[config.mk]
export PLATFORM = sky130hd
export DESIGN_NAME = uart_rx_framed
export DESIGN_NICKNAME = d
export VERILOG_FILES = /design/src/rtl/uart_rx_pkg.sv /design/src/rtl/uart_rx_fifo.sv /design/src/rtl/uart_rx_framed.sv
export SDC_FILE = /design/constraint.sdc
export NUM_CORES = 1
export LEC_CHECK = 0
export CORE_MARGIN = 3
export CORE_UTILIZATION = 55
export CTS_BUF_LIST = sky130_fd_sc_hd__clkbuf_8
export DETAILED_ROUTE_END_ITERATION = 12
export GPL_TIMING_DRIVEN = 0
export HOLD_SLACK_MARGIN = 0.08
export PLACE_DENSITY_LB_ADDON = 0.3
export SYNTH_ARGS = -nofsm -noshare
export SYNTH_HDL_FRONTEND = slang
export SYNTH_HIERARCHICAL = 1
export SYNTH_SLANG_ARGS = --single-unit
[constraint.sdc]
create_clock -name clk -period 3.2 [get_ports clk]
set_clock_uncertainty 0.1 [all_clocks]
set_input_delay 0.64 -clock clk [delete_from_list [all_inputs] [get_ports clk]]
set_output_delay 0.64 -clock clk [all_outputs]
set_load 0.01 [all_outputs]
[src/rtl/uart_rx_pkg.sv]
// Shared types and helpers for the framed UART receiver.
// Holds the receiver state encoding, parity mode codes and bit-period calculation.
package uart_rx_pkg;

    typedef enum logic [2:0] {
        IDLE,
        START,
        DATA,
        PARITY,
        STOP
    } rx_state_t;

    localparam int PAR_NONE = 0;
    localparam int PAR_EVEN = 1;
    localparam int PAR_ODD  = 2;

    // Clock cycles per bit, truncated.
    function automatic int sym_cycles(input int clk_frequency, input int baud_rate);
        return clk_frequency / baud_rate;
    endfunction

endpackage

[src/rtl/uart_rx_fifo.sv]
// Show-ahead FIFO for received frames: the head entry is visible while not empty.
// A push and a pop in the same cycle are both honoured even when full.
module uart_rx_fifo #(
    parameter int width = 10,
    parameter int depth = 4
) (
    input  logic             clk,
    input  logic             reset,
    input  logic             push,
    input  logic             pop,
    input  logic [width-1:0] wr_data,
    output logic [width-1:0] rd_data,
    output logic             full,
    output logic             empty
);

    localparam int aw = $clog2(depth);

    logic [width-1:0] mem [depth];
    logic [aw:0]      wr_ptr_reg;
    logic [aw:0]      rd_ptr_reg;
    logic             wr_en;
    logic             rd_en;

    // Pointers carry one extra wrap bit to tell full from empty.
    assign empty = (wr_ptr_reg == rd_ptr_reg);
    assign full  = (wr_ptr_reg[aw] != rd_ptr_reg[aw]) &&
                   (wr_ptr_reg[aw-1:0] == rd_ptr_reg[aw-1:0]);

    assign rd_en = pop && !empty;
    assign wr_en = push && (!full || rd_en);

    assign rd_data = mem[rd_ptr_reg[aw-1:0]];

    always_ff @(posedge clk) begin
        if (wr_en) begin
            mem[wr_ptr_reg[aw-1:0]] <= wr_data;
        end
    end

    always_ff @(posedge clk) begin
        if (reset) begin
            wr_ptr_reg <= '0;
            rd_ptr_reg <= '0;
        end else begin
            if (wr_en) begin
                wr_ptr_reg <= wr_ptr_reg + 1'b1;
            end
            if (rd_en) begin
                rd_ptr_reg <= rd_ptr_reg + 1'b1;
            end
        end
    end

endmodule

[src/rtl/uart_rx_framed.sv]
// Configurable UART receiver: data bits, parity and stop bits set by parameters.
// Frames land in a show-ahead FIFO with per-frame parity/framing flags.
module uart_rx_framed
    import uart_rx_pkg::*;
#(
    parameter int clk_frequency = 50_000_000,
    parameter int baud_rate     = 57600,
    parameter int data_bits     = 8,
    parameter int parity_mode   = 0,
    parameter int stop_bits     = 1,
    parameter int fifo_depth    = 4
) (
    input  logic                 clk,
    input  logic                 reset,
    input  logic                 rx,
    input  logic                 rdy,
    output logic                 vld,
    output logic [data_bits-1:0] data,
    output logic                 parity_err,
    output logic                 frame_err,
    output logic                 overrun,
    output logic                 busy
);

    localparam int sym = sym_cycles(clk_frequency, baud_rate);
    localparam int cw  = $clog2(sym + 1);
    localparam int fw  = data_bits + 2;

    localparam logic [cw-1:0] sym_load  = cw'(sym);
    localparam logic [cw-1:0] half_load = cw'(sym / 2);
    localparam logic [3:0]    last_data = 4'(data_bits - 1);
    localparam logic [3:0]    last_stop = 4'(stop_bits - 1);

    logic rx_meta_reg;
    logic rx_sync_reg;
    logic rx_prev_reg;

    rx_state_t              state_reg, state_next;
    logic [cw-1:0]          cnt_reg, cnt_next;
    logic [3:0]             bit_reg, bit_next;
    logic [data_bits-1:0]   shift_reg, shift_next;
    logic                   perr_reg, perr_next;
    logic                   ferr_reg, ferr_next;
    logic                   overrun_reg;

    logic                   tick;
    logic                   par_calc;
    logic                   push;
    logic                   pop;
    logic                   fifo_full;
    logic                   fifo_empty;
    logic [fw-1:0]          head;

    assign tick     = (cnt_reg == cw'(1));
    assign par_calc = (^shift_reg) ^ rx_sync_reg;

    always_comb begin
        state_next = state_reg;
        cnt_next   = cnt_reg;
        bit_next   = bit_reg;
        shift_next = shift_reg;
        perr_next  = perr_reg;
        ferr_next  = ferr_reg;
        push       = 1'b0;

        if (state_reg != IDLE) begin
            cnt_next = tick ? sym_load : cnt_reg - 1'b1;
        end

        case (state_reg)
            IDLE: begin
                cnt_next = '0;
                if (rx_prev_reg && !rx_sync_reg) begin
                    state_next = START;
                    cnt_next   = half_load;
                    perr_next  = 1'b0;
                    ferr_next  = 1'b0;
                end
            end
            START: begin
                if (tick) begin
                    // A high line at the start-bit centre was a glitch, not a frame.
                    if (rx_sync_reg) begin
                        state_next = IDLE;
                        cnt_next   = '0;
                    end else begin
                        state_next = DATA;
                        bit_next   = '0;
                    end
                end
            end
            DATA: begin
                if (tick) begin
                    shift_next = {rx_sync_reg, shift_reg[data_bits-1:1]};
                    if (bit_reg == last_data) begin
                        bit_next   = '0;
                        state_next = (parity_mode != PAR_NONE) ? PARITY : STOP;
                    end else begin
                        bit_next = bit_reg + 4'd1;
                    end
                end
            end
            PARITY: begin
                if (tick) begin
                    perr_next  = (parity_mode == PAR_ODD) ? ~par_calc : par_calc;
                    state_next = STOP;
                end
            end
            STOP: begin
                if (tick) begin
                    ferr_next = ferr_reg | ~rx_sync_reg;
                    if (bit_reg == last_stop) begin
                        push       = 1'b1;
                        state_next = IDLE;
                        cnt_next   = '0;
                    end else begin
                        bit_next = bit_reg + 4'd1;
                    end
                end
            end
            default: begin
                state_next = IDLE;
                cnt_next   = '0;
            end
        endcase
    end

    always_ff @(posedge clk) begin
        if (reset) begin
            rx_meta_reg <= 1'b1;
            rx_sync_reg <= 1'b1;
            rx_prev_reg <= 1'b1;
            state_reg   <= IDLE;
            cnt_reg     <= '0;
            bit_reg     <= '0;
            shift_reg   <= '0;
            perr_reg    <= 1'b0;
            ferr_reg    <= 1'b0;
            overrun_reg <= 1'b0;
        end else begin
            rx_meta_reg <= rx;
            rx_sync_reg <= rx_meta_reg;
            rx_prev_reg <= rx_sync_reg;
            state_reg   <= state_next;
            cnt_reg     <= cnt_next;
            bit_reg     <= bit_next;
            shift_reg   <= shift_next;
            perr_reg    <= perr_next;
            ferr_reg    <= ferr_next;
            overrun_reg <= push && fifo_full && !pop;
        end
    end

    assign pop = vld && rdy;

    uart_rx_fifo #(
        .width (fw),
        .depth (fifo_depth)
    ) u_fifo (
        .clk     (clk),
        .reset   (reset),
        .push    (push),
        .pop     (pop),
        .wr_data ({shift_reg, perr_reg, ferr_next}),
        .rd_data (head),
        .full    (fifo_full),
        .empty   (fifo_empty)
    );

    // Head fields are forced to zero while empty so stale RAM never shows.
    always_comb begin
        vld        = !fifo_empty;
        data       = '0;
        parity_err = 1'b0;
        frame_err  = 1'b0;
        if (!fifo_empty) begin
            data       = head[fw-1:2];
            parity_err = head[1];
            frame_err  = head[0];
        end
    end

    assign overrun = overrun_reg;
    assign busy    = (state_reg != IDLE);

endmodule

# Word-level counts from Yosys, hierarchy flattened
# Memories as Yosys holds them, arrays and structs flattened. A register that Yosys moved wholly into a read port is not among the register bits.
# Index checks and enable logic that the tools add are counted.
# classes
bitwise,3
muxes,40
reduce_logical,23
eq_ne,18
n_addsub,4
# ops
operator,count
$mux W10,6
$pmux W10 S4,1
$mux W4,6
$mux W3,7
$ne A2 B2 Y1 const B,9
$pmux W3 S5,1
$pmux W4 S3,1
$mux W1,11
$eq A10 B1 Y1 const B,1
$sub A10 B1 Y10 const B,1
$mux W9,1
$mux W8,1
$reduce_xor A8 Y1,1
$logic_and A1 B1 Y1,7
$reduce_and A7 Y1,1
$add A3 B1 Y3 const B,2
$eq A3 B2 Y1 const B,2
$mux W2,3
$reduce_and A6 Y1,1
$reduce_bool A3 Y1,2
$add A4 B1 Y4 const B,1
$eq A4 B3 Y1 const B,1
$logic_not A1 Y1,4
$logic_not A4 Y1,1
15 further kinds,16
# totals
register_bits,37
mem_bits_rw,40
in_bits,4
output_inout_bits,13
n_memories,1
word_cells,101
# memory_table
name,words,width,read_ports,rd_ports_with_merged_regs,write_ports,line,text
u_fifo.mem,4,10,1,1,1,uart_rx_fifo.sv:19,logic [width-1:0] mem [depth];

# Depth between registers and ports, before layout
# Gate-level depths: netlist of run 1.
# logic_depth
depth_word,8
depth_mapped,8
ltp_nobuf,8

# Modules after synthesis
# Netlist of run 1, hierarchy kept.
# by_module_without_submodules
mod,cells_per_inst,instances,area_each_um2
uart_rx_fifo,107,1,1984.4
uart_rx_framed,205,1,1793.0

# Worst setup path before layout of run 1
# OpenSTA, ideal clock, no wires.
# synth_timing
path_kind,register -> register
from,reg cnt_reg[1]
to,"mem u_fifo.mem[0][0], enable pin"
required_time_ns,2.757
stages_incl_launch_ff,9
path_buffers,0
setup_slack_ns,0.719
period_less_slack_ns,2.481
arrival_ns,2.038
cell_sequence,dfxtp_1 -> inv_1 -> ha_1 -> nor4b_1 -> nand3_1 -> nor3_1 -> inv_1 -> a41oi_2 -> and2_1
# synth_via
elab_chain_cells,6
# synth_rtl
element,line,text
from (decl),uart_rx_framed.sv:39,"logic [cw-1:0] cnt_reg, cnt_next;"
from (signal assigned),uart_rx_framed.sv:145,cnt_reg <= cnt_next;
$eq A10 B1 Y1,uart_rx_framed.sv:54,assign tick = (cnt_reg == cw'(1));
$mux W1,uart_rx_framed.sv:110,if (tick) begin
$mux W1,uart_rx_framed.sv:70,case (state_reg)
via push,uart_rx_framed.sv:48,logic push;
$logic_and A1 B1 Y1,uart_rx_fifo.sv:31,assign wr_en = push && (!full || rd_en);
$mux W1,uart_rx_fifo.sv:36,if (wr_en) begin
$mux W1 (not written as such),uart_rx_fifo.sv:37,mem[wr_ptr_reg[aw-1:0]] <= wr_data;
to (decl),uart_rx_fifo.sv:19,
# The timed path passes the listed nets, and every way through them passes these cells.

# Worst setup path after layout of run 1
# layout_timing
from,reg u_fifo.wr_ptr_reg[1]
to,out data[5]
# layout_via
elab_chain_cells,2
# layout_rtl
element,line,text
from (decl),uart_rx_fifo.sv:20,logic [aw:0] wr_ptr_reg;
from (signal assigned),uart_rx_fifo.sv:47,wr_ptr_reg <= wr_ptr_reg + 1'b1;
$eq A3 B3 Y1,uart_rx_fifo.sv:26,assign empty = (wr_ptr_reg == rd_ptr_reg);
via fifo_empty,uart_rx_framed.sv:51,logic fifo_empty;
$mux W8,uart_rx_framed.sv:176,if (!fifo_empty) begin
to (decl),uart_rx_framed.sv:18,"output logic [data_bits-1:0] data,"
# The timed path passes the listed nets, and every way through them passes these cells.

==> run_results.csv, run 1 <==
group,metric,value,unit
critical_path,path_cells,"xnor2_4 > nand2_1 > nor2_1 > clkbuf_2 > nor2b_1 > clkdlybuf4s50_1",
synthesis,yosysWarnings,6,
global_route,grt_max_degree,17,
final_layout,fin_nets,351,
timing,fmax,0.329,GHz
clock_tree,htree_levels,3,
synthesis,avgSynthCellArea,12.1,um2
global_route,antenna_found_initial,0,
timing,finalCriticalPeriod,3.04,ns
synthesis,synthTopCellsByArea,"edfxtp_1 (32%), dfxtp_1 (21%), mux4_2 (6.0%)",
critical_path,path_buf_inv,2,
route,via_per_inst,5.94,
synthesis,synthArstFlopShare,0,%
route,drtAntennaViolNets,0,
clock_tree,root_buffer,"clkbuf_8",
outcome,outcome,"finished clean",
clock_tree,tritoncts_num_sinks,79,
synthesis,synth_most_common_cell,"edfxtp_1",
critical_path,max_stage_delay,0.51,ns
global_route,overflow,0,
place,dp.cells,405,
floorplanning,initial_core_util,58.2,%
global_route,grt_usage,19.2,%
timing,tightest_slew,0.713,ns
global_route,grt_pass1_wl,11400,um
clock_tree,clockBufferDepth,2,
timing,finalHoldViolations,0,
timing,relSlewSlack,52.1,%
route,wl,6940,um
route,wl_met2,3520,um
critical_path,r2r_slack,0.29,ns
synthesis,yosys.area.top_type,"edfxtp_1",
route,via_count,2496,
route,drtIter0Drc,119,
place,io_buffers,16,
floorplanning,ios,17,
critical_path,cpLargestDelayFamily,"buffers and inverters",
final_layout,drive_gt1_share,16.6,%
route,dr_wl_met3,173,um
final_layout,diodes,0,
synthesis,synth_edf_count,40,
critical_path,path_max_fanout,10,
place,dpl.hpwl,4710,um
synthesis,synthCells,312,
synthesis,syn_nets,325,
clock_tree,cts_buffers,9,
final_layout,stdcell_area,4280,um2
floorplanning,placementRows,29,
synthesis,synth_common_cells,"edfxtp_1 (40), dfxtp_1 (39), nor2_1 (20)",
timing,setup_viol,0,
critical_path,crit_type,"reg2out",
final_layout,largest_reg_flops,40,
final_layout,area_growth,13.3,%
timing,whs,0.318,ns
timing,slew_viol_final,0,
place,gp_congestion,0.850,
route,wl_per_cell,16.5,um
place,pre_cts_slack,-0.0422,ns
place,place_area,4030,um2
critical_path,cp-start-kind,"flop",
synthesis,ys_ff_latch,79,
synthesis,syn-cell-area,3780,um2
critical_path,cp-end-kind,"output pin",
timing,fin_crit_sh,94.9,%
floorplanning,core_area,6490,um2
critical_path,worst_path_max_delay_cell,"dfxtp_1",
global_route,grt_pass1_vias,2362,
synthesis,synth_top_area_share,31.8,%
floorplanning,dieArea,7900,um2
clock_tree,cts_tree,"yes",
power,power_density,461,nW/um2
route,drc_errors,0,
synthesis,ys_seq_area_share,52.5,%
clock_tree,insertion_delay,0.35,ns
final_layout,stdcell_count,420,
synthesis,synth-main-ff-cell,"edfxtp_1",
critical_path,worstPathArrival,2.30,ns
job,cap_violations,0,
timing,setup_ws,0.163,ns
floorplanning,die_h,88.9,um
route,top_layer,"met4",
critical_path,required,2.46,ns
clock_tree,path_clk_slew,0.09,ns
timing,rsz0062_at_grt,"false",
synthesis,synthDistinctLibCells,66,
final_layout,final_core_util,65.9,%
route,met1_length,3110,um
hold_path,hold_path.class,"reg2reg",
power,vdd_drop_max,226,uV
floorplanning,fp.dieW,88.9,um
route,drtPass1Iterations,4,
power,p_leak,1.41,nW
==> cell usage in the layout (no fill, tap or decap), drive strengths merged, types with 11 or more instances in the layout <==
master and instances:
a21oi 11, dfxtp 39, nor2 20, edfxtp 40
clkdlybuf4s50 16, clkbuf 20, inv 17, nor2b 17
==> what timing repair did <==
action / 4_1_cts / 5_1_grt
setup endpoints to repair: 41 / 21
resized for setup: 5 / 3
cloned: 0 / 0
buffers inserted: 0 / 0
hold buffers: 0 / 0
==> where the power goes <==
group          switching (mW)  leakage (nW)  internal, mW
sequential            0.00761         0.686          1.06
combinational          0.0715         0.617        0.0597
clock                   0.402         0.103         0.375
total                   0.481          1.41          1.49
==> worst paths after layout <==
check                                    startpoint                         end  cells past startpoint
setup / recovery  u_fifo/wr_ptr_reg[1]$_SDFFE_PP0P_                     data[5]                      6
hold reg to reg              rx_meta_reg$_SDFF_PP1_      rx_sync_reg$_SDFF_PP1_                      1
setup reg to reg              cnt_reg[1]$_SDFF_PP0_  u_fifo/mem[1][2]$_DFFE_PP_                      8
hold / removal               rx_meta_reg$_SDFF_PP1_      rx_sync_reg$_SDFF_PP1_                      1
==> layout make-up <==
class / count / area (um2)
tap: 77 / 96.3
inverter: 13 / 48.8
sequential: 79 / 1980
clock inverter: 7 / 83.8
clock buffer: 9 / 124
buffer: 16 / 72.6
timing repair buffer: 16 / 160
fill: 476 / 2210
multi-input combinational: 203 / 1710
==> logic make-up after synthesis <==
group	count (synthesis)	synth area share (%)
simple gates	107	17.4
compound gates	50	10.0
buf+inv	30	3.28
fa+ha+maj	9	2.98
mux	24	9.90
xor+xnor	13	3.97
flops	79	52.5
==> metrics by stage <==
step	total power, mW	setup TNS, ns
2_1_floorplan	1.17	0
3_3_place_gp	1.22	0
3_5_place_dp	1.22	-1.12
4_1_cts	1.99	0
5_1_grt	2.04	0
6_report	1.97	0
==> per-layer routing <==
metal  GRT usage (%)  vias up
li1                -     1220
met1            24.2     1219
met2            32.0       44
met3            3.07       13
met4            9.34        0
met5               0        -
No activity file was read; power rests on OpenSTA's default activity.
==> inputs of run 2 (changes only) <==
--- a/config.mk
+++ b/config.mk
@@ -7,7 +7,7 @@
 export LEC_CHECK = 0
 export CORE_MARGIN = 3
 export CORE_UTILIZATION = 55
-export CTS_BUF_LIST = sky130_fd_sc_hd__clkbuf_8
+export CTS_BUF_LIST = sky130_fd_sc_hd__clkbuf_4
 export DETAILED_ROUTE_END_ITERATION = 12
 export GPL_TIMING_DRIVEN = 0
 export HOLD_SLACK_MARGIN = 0.08
==> run 2 against run 1 <==
  * Register-to-register slack improved by 0.02 ns
  * Highest routed layer unchanged
  * Hold slack improved by 0.012 ns
  * Core utilization decreased by 0.83 points
  * Sequential cell count unchanged
  * Sequential share of layout area up 0.65 points
  * Total power decreased by 6.8%
  * Cell area down 1.3%
  * Largest cell class unchanged
  * Critical path type unchanged
  * Sequential power hardly changed
==> run_results.csv, run 2 (same netlist as run 1, synthesis figures left out) <==
group,metric,value,unit
timing,fmax,0.328,GHz
critical_path,worstPathArrival,2.31,ns
hold_path,hold_path.class,"reg2reg",
floorplanning,fp.dieW,88.9,um
power,power_density,435,nW/um2
place,pre_cts_slack,-0.0422,ns
hold_path,hold_start,"rx_meta_reg$_SDFF_PP1_",
final_layout,final_cell_mix,"edfxtp_1 (40), dfxtp_1 (37), nor2_1 (20), nor2b_1 (17), clkdlybuf4s50_1 (16)",
final_layout,area_growth,11.9,%
critical_path,path_max_fanout,10,
final_layout,fillers,481,
route,wl,6880,um
critical_path,crit_type,"reg2out",
clock_tree,path_clk_slew,0.15,ns
timing,tns,0,ns
critical_path,cp-startpoint,"u_fifo/rd_ptr_reg[0]$_SDFFE_PP0P_",
final_layout,diodes,0,
final_layout,stdcell_count,420,
final_layout,fin_nets,351,
floorplanning,core_area,6490,um2
clock_tree,cts_buffers,9,
final_layout,register_area,1980,um2
final_layout,largest_reg_flops,40,
route,via_per_inst,5.94,
floorplanning,dieArea,7900,um2
critical_path,cp-start-kind,"flop",
timing,tightest_slew,0.703,ns
clock_tree,tritoncts_num_sinks,79,
global_route,grt_pass1_wl,11100,um
timing,relSlewSlack,52.8,%
route,drc_errors,0,
place,gp_congestion,0.850,
final_layout,final_common_cell,"edfxtp_1",
floorplanning,ios,17,
outcome,outcome,"finished clean",
power,vdd_drop_max,234,uV
timing,finalHoldViolations,0,
job,cap_violations,0,
final_layout,multiInputGateArea,1710,um2
route,via_count,2496,
clock_tree,insertion_delay,0.44,ns
hold_path,min_to,"rx_sync_reg$_SDFF_PP1_",
clock_tree,clockBufferDepth,2,
clock_tree,cts_hold_buf,0,
critical_path,cp-end-kind,"output pin",
power,power,1.84,mW
final_layout,drive_gt1_share,17.2,%
timing,fin_crit_sh,95.2,%
route,drtIter0Drc,91,
timing,rsz0062_at_grt,"false",
clock_tree,htree_levels,3,
power,p_leak,1.38,nW
route,wl_per_cell,16.4,um
timing,setup_viol,0,
global_route,grt_max_degree,17,
hold_path,hold_depth,1,
clock_tree,root_buffer,"clkbuf_4",
global_route,overflow,0,
global_route,antenna_found_initial,0,
critical_path,rr_endpoint,"u_fifo/mem[1][0]$_DFFE_PP_",
final_layout,final_core_util,65.1,%
timing,finalCriticalPeriod,3.05,ns
route,drtAntennaViolNets,0,
floorplanning,placementRows,29,
critical_path,required,2.46,ns
route,drtPass1Iterations,4,
timing,setup_ws,0.153,ns
critical_path,timing.rr.start,"cnt_reg[1]$_SDFF_PP0_",
place,dpl.hpwl,4710,um
floorplanning,initial_core_util,58.2,%
timing,slew_viol_final,0,
clock_tree,cts_tree,"yes",
global_route,grt_usage,18.7,%
place,io_buffers,16,
critical_path,rr_worst_depth,8,
global_route,grt_pass1_vias,2345,
clock_tree,cts_setup_buffers,0,
critical_path,r2r_slack,0.31,ns
floorplanning,die_h,88.9,um
place,dp.cells,405,
-- run 2: worst max path at each step --
stage | to | slack [ns]
finish | parity_err | 0.15
global route | parity_err | 0.002
CTS | u_fifo/wr_ptr_reg[2]$_SDFFE_PP0P_ | -0.02
detailed placement | u_fifo/mem[0][6]$_DFFE_PP_ | -0.04
global placement | u_fifo/mem[0][6]$_DFFE_PP_ | 0.05
floorplan | u_fifo/mem[0][0]$_DFFE_PP_ | 0.72
-- run 2: timing repair --
action / 4_1_cts / 5_1_grt
setup endpoints to repair: 41 / 52
resized for setup: 4 / 7
pin swaps: 0 / 1
gates cloned: 0 / 0
-- run 2: power by group --
| group | total (mW) | switching [mW] | leakage, nW | internal [mW] |
|---|---|---|---|---|
| combinational | 0.130 | 0.0704 | 0.616 | 0.0597 |
| clock | 0.644 | 0.391 | 0.0794 | 0.253 |
| sequential | 1.07 | 0.00770 | 0.687 | 1.06 |
-- run 2: per-stage QoR --
step	instance area, um2	hold slack, ns
finish	4230	0.330
global route	4230	0.343
CTS	4190	0.334
detailed placement	4030	0.296
global placement	4030	0.296
floorplan	3780	0.289
-- run 2: metal layers --
metal | share of wire, % | global-route usage (%) | vias up
met4 | 1.6 | 7.69 | 0
met5 | 0 | 0 | -
met3 | 3.5 | 4.19 | 12
met2 | 50 | 31.5 | 38
li1 | - | - | 1218
met1 | 45 | 23.1 | 1228
-- run 2: final cells by class --
class,instances,share of cell area (%)
flip-flops and latches,79,46.9
multi-input cells,203,40.5
well taps,77,2.28
clock inverters,7,1.98
repair buffers,16,3.79
clock buffers,9,1.60
plain buffers,16,1.72
inverters,13,1.15
-- run 2: worst max-delay path: stages, from the launching register on --
cell	delay, ns
dfxtp_1	0.41
xnor2_4	0.31
nand2_1	0.12
nor2_1	0.23
buf_2	0.27
nor2b_1	0.07
clkdlybuf4s50_1	0.48
==> inputs of run 3 (changes only) <==
==> constraint.sdc (replaced) <==
create_clock -name clk -period 3.9 [get_ports clk]
set_clock_uncertainty 0.1 [all_clocks]
set_input_delay 0.78 -clock clk [delete_from_list [all_inputs] [get_ports clk]]
set_output_delay 0.78 -clock clk [all_outputs]
set_load 0.01 [all_outputs]
==> run 3 against run 2 <==
  * Clock power shrank 18%
  * Non-clock buffer count up 1
  * Clock-buffer cell count did not move
  * Via count hardly changed
  * Sequential power decreased by 18%
  * Cell area is 1.0% lower
==> run_results.csv, run 3 (same netlist as run 1, synthesis figures left out) <==
group,metric,value,unit
route,via_per_inst,5.93,
global_route,grt_usage,18.6,%
timing,relSlewSlack,49.7,%
final_layout,final_cell_mix,"edfxtp_1 (40), dfxtp_1 (39), nor2_1 (20), nor2b_1 (17), clkdlybuf4s50_1 (16)",
timing,rsz0062_at_grt,"false",
route,via_count,2495,
route,wl,6830,um
floorplanning,core_area,6490,um2
timing,slew_viol_final,0,
clock_tree,htree_levels,3,
power,power_density,360,nW/um2
final_layout,drive_gt1_share,15.1,%
clock_tree,insertion_delay,0.44,ns
clock_tree,path_clk_slew,0.15,ns
critical_path,worst_path_max_delay_cell,"clkdlybuf4s50_1",
route,wl_per_cell,16.2,um
global_route,overflow,0,
outcome,outcome,"finished clean",
critical_path,path_max_fanout,10,
global_route,grt_pass1_vias,2344,
floorplanning,placementRows,29,
timing,tns,0,ns
route,drtPass1Iterations,4,
critical_path,max_stage_delay,0.49,ns
route,drc_errors,0,
critical_path,crit_type,"reg2out",
place,gp_congestion,0.850,
place,io_buffers,16,
clock_tree,cts_buffers,9,
floorplanning,initial_core_util,58.2,%
floorplanning,die_h,88.9,um
final_layout,diodes,0,
clock_tree,cts_setup_buffers,0,
floorplanning,dieArea,7900,um2
global_route,grt_pass1_wl,11100,um
timing,fmax,0.292,GHz
place,dpl.hpwl,4710,um
power,vdd_drop_max,189,uV
final_layout,fillers,488,
clock_tree,cts_hold_buf,0,
final_layout,largest_reg_flops,40,
critical_path,cp-start-kind,"flop",
final_layout,stdcell_area,4190,um2
clock_tree,cts_tree,"yes",
floorplanning,fp.dieW,88.9,um
clock_tree,ctsResizeCount,0,
timing,finalCriticalPeriod,3.43,ns
timing,fin_crit_sh,87.8,%
timing,finalHoldViolations,0,
final_layout,area_growth,10.8,%
clock_tree,tritoncts_num_sinks,79,
critical_path,path_cells,"xnor2_2 > nand2_1 > nor2_1 > clkbuf_1 > nor2b_1 > clkdlybuf4s50_1",
route,drtAntennaViolNets,0,
critical_path,required,3.02,ns
job,cap_violations,0,
global_route,grt_max_degree,17,
global_route,antenna_found_initial,0,
final_layout,fin_nets,352,
critical_path,worstPathArrival,2.55,ns
route,drtIter0Drc,96,
timing,setup_viol,0,
hold_path,hold_path.class,"reg2reg",
timing,tightest_slew,0.754,ns
clock_tree,clockBufferDepth,2,
clock_tree,root_buffer,"clkbuf_4",
final_layout,final_common_cell,"edfxtp_1",
place,place_area,4030,um2
floorplanning,ios,17,
power,p_leak,1.38,nW
critical_path,cp-end-kind,"output pin",
-- run 3: power breakdown --
part | internal, mW | switching [mW] | total (mW)
combinational | 0.0486 | 0.0575 | 0.106
clock | 0.208 | 0.318 | 0.526
sequential | 0.869 | 0.00626 | 0.875
-- run 3: layout make-up --
| cell class | instances | area (um2) | share of cell area, % |
|---|---|---|---|
| Tap cell | 77 | 96.3 | 2.30 |
| Clock buffer | 9 | 67.6 | 1.61 |
| Buffer | 17 | 75.1 | 1.79 |
| Timing Repair Buffer | 16 | 160 | 3.83 |
| Clock inverter | 7 | 83.8 | 2.00 |
| Inverter | 13 | 48.8 | 1.17 |
| Multi-Input combinational cell | 203 | 1670 | 39.9 |
| Sequential cell | 79 | 1980 | 47.4 |
-- run 3: through the flow --
step	total power, mW	worst slack [ns]	hold WS [ns]	cells	utilization, %
after floorplan	0.960	1.42	0.289	312	-
after global placement	0.998	0.748	0.296	405	62.1
after detailed placement	1.00	0.658	0.296	405	62.1
after CTS	1.52	0.405	0.334	421	64.4
after global routing	1.57	0.301	0.343	421	64.4
final	1.51	0.475	0.330	421	64.4
-- run 3: metal layers --
layer / global-route usage, % / routed length, um
met3: 4.19 / 295
met5: 0 / 0
met1: 23.2 / 3040
met2: 31.4 / 3390
met4: 7.69 / 104
-- run 3: worst paths after layout --
check                                                        from                    endpoint  slack (ns)  cells past startpoint
worst max-delay path            u_fifo/wr_ptr_reg[1]$_SDFFE_PP0P_                  parity_err        0.47                      6
worst min-delay path                       rx_meta_reg$_SDFF_PP1_      rx_sync_reg$_SDFF_PP1_        0.33                      1
worst max register to register              cnt_reg[1]$_SDFF_PP0_  u_fifo/mem[1][0]$_DFFE_PP_        0.69                      8
worst min register to register             rx_meta_reg$_SDFF_PP1_      rx_sync_reg$_SDFF_PP1_        0.33                      1
-- run 3: critical path: cells and delay by family (launching register included) --
| family | cells | cell delay [ns] |
|---|---|---|
| buf+inv | 2 | 0.87 |
| simple gates | 3 | 0.49 |
| flops | 1 | 0.40 |
| xor+xnor | 1 | 0.36 |
